[config.mk]
export PLATFORM = sky130hd
export DESIGN_NAME = router_input_port
export DESIGN_NICKNAME = d
export VERILOG_FILES = /design/src/rtl/router_input_port.sv
export SDC_FILE = /design/constraint.sdc
export NUM_CORES = 1
export LEC_CHECK = 0
export BUFFER_PORTS_ARGS = -buffer_cell sky130_fd_sc_hd__buf_2
export CORE_ASPECT_RATIO = 1.5
export CORE_UTILIZATION = 32
export CTS_CLUSTER_DIAMETER = 30
export DETAILED_ROUTE_END_ITERATION = 10
export HOLD_SLACK_MARGIN = 0.05
export SYNTH_ARGS = -nofsm -noshare
export SYNTH_HDL_FRONTEND = slang
export SYNTH_SLANG_ARGS = --single-unit
[constraint.sdc]
create_clock -name clk -period 1.94 [get_ports clk]
set_input_delay 0.194 -clock clk [delete_from_list [all_inputs] [get_ports clk]]
set_output_delay 0.194 -clock clk [all_outputs]
set_load 0.02 [all_outputs]
[src/rtl/router_input_port.sv]
// Credit-based router input port: DEPTH-entry flit FIFO plus a two-state
// packet FSM that computes XY routing from each head flit.
module router_input_port #(
   parameter int         DEPTH = 4,
   parameter logic [1:0] MY_X  = 2'd0,
   parameter logic [1:0] MY_Y  = 2'd0
) (
   input  logic        clk,
   input  logic        RST,
   input  logic [19:0] in_data,
   input  logic        in_valid,
   output logic        credit_out,
   output logic [19:0] out_data,
   output logic        out_valid,
   output logic [2:0]  out_port,
   input  logic        out_ready,
   output logic        ovf_err,
   output logic        seq_err
);

   // state  | meaning
   // IDLE   | waiting for a head/single flit at the buffer head
   // ACTIVE | route latched, forwarding flits until a tail/single pops

   localparam int PTR_W = (DEPTH > 1) ? $clog2(DEPTH) : 1;
   localparam int CNT_W = $clog2(DEPTH + 1);
   localparam logic [CNT_W-1:0] FULL_CNT = CNT_W'(DEPTH);
   localparam logic [PTR_W-1:0] LAST_PTR = PTR_W'(DEPTH - 1);

   localparam logic [1:0] FT_BODY   = 2'b00;
   localparam logic [1:0] FT_HEAD   = 2'b01;
   localparam logic [1:0] FT_TAIL   = 2'b10;
   localparam logic [1:0] FT_SINGLE = 2'b11;

   localparam logic [2:0] PORT_LOCAL = 3'd0;
   localparam logic [2:0] PORT_EAST  = 3'd1;
   localparam logic [2:0] PORT_WEST  = 3'd2;
   localparam logic [2:0] PORT_NORTH = 3'd3;
   localparam logic [2:0] PORT_SOUTH = 3'd4;

   typedef enum logic {
      ST_IDLE   = 1'b0,
      ST_ACTIVE = 1'b1
   } state_e;

   logic [19:0]      mem [DEPTH];
   logic [PTR_W-1:0] wr_ptr;
   logic [PTR_W-1:0] rd_ptr;
   logic [CNT_W-1:0] count;
   state_e           state;
   logic [2:0]       route_q;
   logic             first_q;

   logic [19:0] head;
   logic [1:0]  head_type;
   logic [1:0]  dest_x;
   logic [1:0]  dest_y;
   logic        empty;
   logic        full;
   logic        head_is_start;
   logic        pop;
   logic        push;
   logic [2:0]  route_calc;

   function automatic logic [PTR_W-1:0] ptr_inc(input logic [PTR_W-1:0] p);
      return (p == LAST_PTR) ? '0 : p + 1'b1;
   endfunction

   assign head          = mem[rd_ptr];
   assign head_type     = head[19:18];
   assign dest_x        = head[17:16];
   assign dest_y        = head[15:14];
   assign empty         = (count == '0);
   assign full          = (count == FULL_CNT);
   assign head_is_start = (head_type == FT_HEAD) || (head_type == FT_SINGLE);

   // IDLE pops only to discard stray body/tail flits; ACTIVE pops on grant.
   assign pop  = !empty && (((state == ST_ACTIVE) && out_ready) ||
                            ((state == ST_IDLE) && !head_is_start));
   assign push = in_valid && (!full || pop);

   always_comb begin
      route_calc = PORT_LOCAL;
      if (dest_x > MY_X)      route_calc = PORT_EAST;
      else if (dest_x < MY_X) route_calc = PORT_WEST;
      else if (dest_y > MY_Y) route_calc = PORT_NORTH;
      else if (dest_y < MY_Y) route_calc = PORT_SOUTH;
   end

   assign out_valid = (state == ST_ACTIVE) && !empty;
   assign out_data  = head;
   assign out_port  = route_q;

   always_ff @(posedge clk) begin
      if (push) mem[wr_ptr] <= in_data;
   end

   always_ff @(posedge clk) begin
      if (RST) begin
         wr_ptr <= '0;
         rd_ptr <= '0;
         count  <= '0;
      end else begin
         if (push) wr_ptr <= ptr_inc(wr_ptr);
         if (pop)  rd_ptr <= ptr_inc(rd_ptr);
         case ({push, pop})
            2'b10:   count <= count + 1'b1;
            2'b01:   count <= count - 1'b1;
            default: count <= count;
         endcase
      end
   end

   always_ff @(posedge clk) begin
      if (RST) begin
         state      <= ST_IDLE;
         route_q    <= PORT_LOCAL;
         first_q    <= 1'b0;
         credit_out <= 1'b0;
         ovf_err    <= 1'b0;
         seq_err    <= 1'b0;
      end else begin
         credit_out <= pop;
         if (in_valid && full && !pop) ovf_err <= 1'b1;
         case (state)
            ST_IDLE: begin
               if (!empty) begin
                  if (head_is_start) begin
                     route_q <= route_calc;
                     first_q <= 1'b1;
                     state   <= ST_ACTIVE;
                  end else begin
                     seq_err <= 1'b1;
                  end
               end
            end
            ST_ACTIVE: begin
               if (pop) begin
                  first_q <= 1'b0;
                  // A head arriving mid-packet is forwarded but flagged.
                  if ((head_type == FT_HEAD) && !first_q) seq_err <= 1'b1;
                  if ((head_type == FT_TAIL) || (head_type == FT_SINGLE))
                     state <= ST_IDLE;
               end
            end
            default: state <= ST_IDLE;
         endcase
      end
   end

   logic unused_ok;
   assign unused_ok = ^{FT_BODY, PORT_LOCAL};

endmodule

==> results.md <==
- Outcome: complete, but fails checks
- Failing checks: negative setup slack
- WP data required: 2.18 ns
- CTS sink count: 96
- Reg2reg setup slack: -0.04 ns
- Gate power share: 0.325
- Sequential area share after synthesis: 0.709
- Largest area contributor in the netlist: edfxtp_1
- Hold WC Path Type: primary input to flip-flop
- CTS Buf Count: 9
- Hold Violations, Final: 0
- Crit path launch type: flip-flop
- Clock Tree Root: clkbuf_16
- P&R area growth vs syn: 28.2%
- Row count: 48
- Tmin final: 1.98 ns
- Net count after synthesis: 251
- Vias in the first global route: approximately 2200
- Final GP Congestion: 0.748
- Final cycle utilization of the critical path: 1.02
- Pwr dens: 1350 nW/um^2
- Sequential share of power: 0.396
- I/O Buffers: 49
- Setup WS post-layout: -0.0433 ns
- Max H-tree Level: 3
- Vert. Die Dim: around 140 um
- Peak supply drop: 0.580 mV
- Crit path kind: flip-flop to flip-flop
- Net Sw Power: 1.99 mW
- Crit Path Max Fanout: 2
- Net Sw Frac: 0.299
- Fmax: 504 MHz
- Synth Register Bits: 96
- Post-route ant nets: 0
- NumNets Final: 327
- IO Pins: 51
- All-Layer GR Usage: 0.124
- Max-cap viol count: 0
- Diodes inserted: 0
- Clk_lat worst skew: between 0.3 and 0.4 ns
- WP data arrival: 2.22 ns
- Post-synth top area share: 0.626
- Synth cell types: 41
- Ys Warns: 0
- Vias: 2147
- Synth Cell Area: 3840 sq um
- Grt ovf: 0
- Proportion of layout cells with a drive suffix above 1: 0.415
- Post-synthesis cell count: 221
- Smallest hold slack: around 0.066 ns
- Pre-CTS WS: -0.0567 ns
- Worst Skew: slightly above 0.01 ns
- Synth area leaders: edfxtp_1 (63%), mux4_2 (12%), dfxtp_1 (8.3%)
- Starting density of the core: 0.331
- Die X: slightly above 90 um
- Slew Limit Fails: 0
- CTS clk-pin slew, worst paths: 0.07 ns
- CTS tree: yes
- First-pass GRT wire length: 11200 um
- Final setup fails: 1
- CP endpoint kind: flip-flop
- Int Pwr: between 4 and 5 mW
- Residual DRC count: 0
- Clock share of power: 0.279
- Die area: between 10000 and 15000 sq um
- Drt pass-1 iters: 4
- Largest net degree at the start of global routing: 24
- Pleak: 1.73 nW
- Core area: 11600 sq um
- Via/cell ratio: 4.76
- WL/cell: 16.0 um
- RSZ-0062 raised after global routing: true
- Detailed Place HPWL: 4800 um
- Hold_buf cts: 0
- Avg Synthesized Cell Area: 17.4 sq um
- Initial antenna violation count: 0
- Post-Route WL: 7200 um
- DRT iter0 DRCs: 131
- CTS max path bufs: 2
- Final core occ: 0.425
[cells in the final DEF, fill, tap and decap left out, drive strengths merged, types with 2 or more instances in the layout]
cell type,n
ha,5
edfxtp,80
o32ai,2
nor4,3
clkbuf,11
mux2i,6
nand3,4
inv,6
nor3,6
nor2b,2
and2,6
a21oi,4
bufinv,2
mux4,20
dfxtp,16
o21ai,5
buf,76
a41oi,2
nor2,19
nand2,8
[final timing paths]
kind	start	end	cells past startpoint
worst min-delay path	in_data[15]	mem[0][15]	1
worst max register to register	mem[2][18]	count[1]	9
worst max-delay path	mem[2][18]	count[1]	9
worst min register to register	seq_err	seq_err	2
[flip-flops by register name, summed over array words and instances (netlist names), named ones only]
register and cells:
mem 80, count 3, out_port 2, rd_ptr 2, wr_ptr 2, credit_out 1
first_q 1, ovf_err 1, seq_err 1, state 1
[stage by stage]
stage / instance area [sq um] / cells / total power [mW] / TNS [ns]
floorplan: 3860 / 221 / 3.97 / -0.0452
detailed placement: 4480 / 428 / 4.65 / -0.0567
finish: 4920 / 451 / 6.64 / -0.0433
CTS: 4870 / 449 / 6.64 / -0.114
global placement: 4480 / 428 / 4.61 / -0.00367
global route: 4920 / 451 / 6.97 / -0.385
[cell families (layout without fill, tap and decap cells)]
logic type / count (synthesis) / in the layout / synth area share
XOR/XNOR: 2 / 2 / 0.00457
AND/OR/NAND/NOR: 53 / 53 / 0.0668
AO/OA/AOI/OAI: 20 / 20 / 0.0417
multiplexers: 26 / 26 / 0.133
other: 1 / 1 / 0.000977
buffers and inverters: 17 / 97 / 0.0218
flip-flops: 96 / 96 / 0.709
adder cells (fa/ha/maj): 6 / 6 / 0.0215
[power groups by stage]
| stage | clock (mW) | combinational (mW) | sequential [mW] |
|---|---|---|---|
| floorplan | 0 | 1.30 | 2.67 |
| global placement | 0 | 1.97 | 2.64 |
| detailed placement | 0 | 1.99 | 2.66 |
| CTS | 1.89 | 2.13 | 2.62 |
| global route | 1.97 | 2.35 | 2.65 |
| finish | 1.85 | 2.16 | 2.63 |
[critical path: stages (launching register included)]
cell	delay (ns)
edfxtp_1	0.39
mux2i_1	0.17
a22oi_2	0.11
a21oi_2	0.16
nand2_1	0.09
fa_1	0.51
nor3_2	0.06
o21ai_1	0.10
o21ai_1	0.07
a211o_1	0.22
[cells in the mapped netlist (all sizes together)]
master / count
a41oi: 2
a311o: 1
o32ai: 2
a21oi: 4
dfxtp: 16
nor3: 6
xor2: 1
conb: 1
a311oi: 1
nor2b: 2
a22oi: 1
ha: 5
nor3b: 1
inv: 5
nand4: 1
and2: 6
nand3: 4
buf: 8
clkbuf: 4
a211o: 1
or3: 1
nand2b: 1
nand3b: 1
o22ai: 1
mux2i: 6
mux4: 20
edfxtp: 80
o221a: 1
nand2: 8
nor4: 3
nor2: 19
xnor2: 1
o21ai: 5
fa: 1
o31ai: 1
[repair_timing]
action                     in CTS  in global routing
hold endpoints to repair        0                  0
pin swaps                       0                  2
resized for setup               6                  6
cloned                          0                  1
setup endpoints to repair      21                 90
setup buffers                   6                  1
[final cells by class]
type / instances / area (sq um)
fill: 1028 / 6670
sequential: 96 / 2730
multi-input combinational: 108 / 1070
timing repair buffer: 77 / 611
clock buffer: 10 / 229
tap: 150 / 188
clock inverter: 5 / 81.3
inverter: 5 / 18.8
[metal layers]
| layer | routed length, um | GRT usage | part of all wire |
|---|---|---|---|
| met2 | 3730 | 0.211 | 0.52 |
| met3 | 347 | 0.0414 | 0.048 |
| met5 | 0 | 0 | 0 |
| met1 | 2940 | 0.140 | 0.41 |
| met4 | 183 | 0.0582 | 0.025 |
Power figures use the tool's default switching activity.
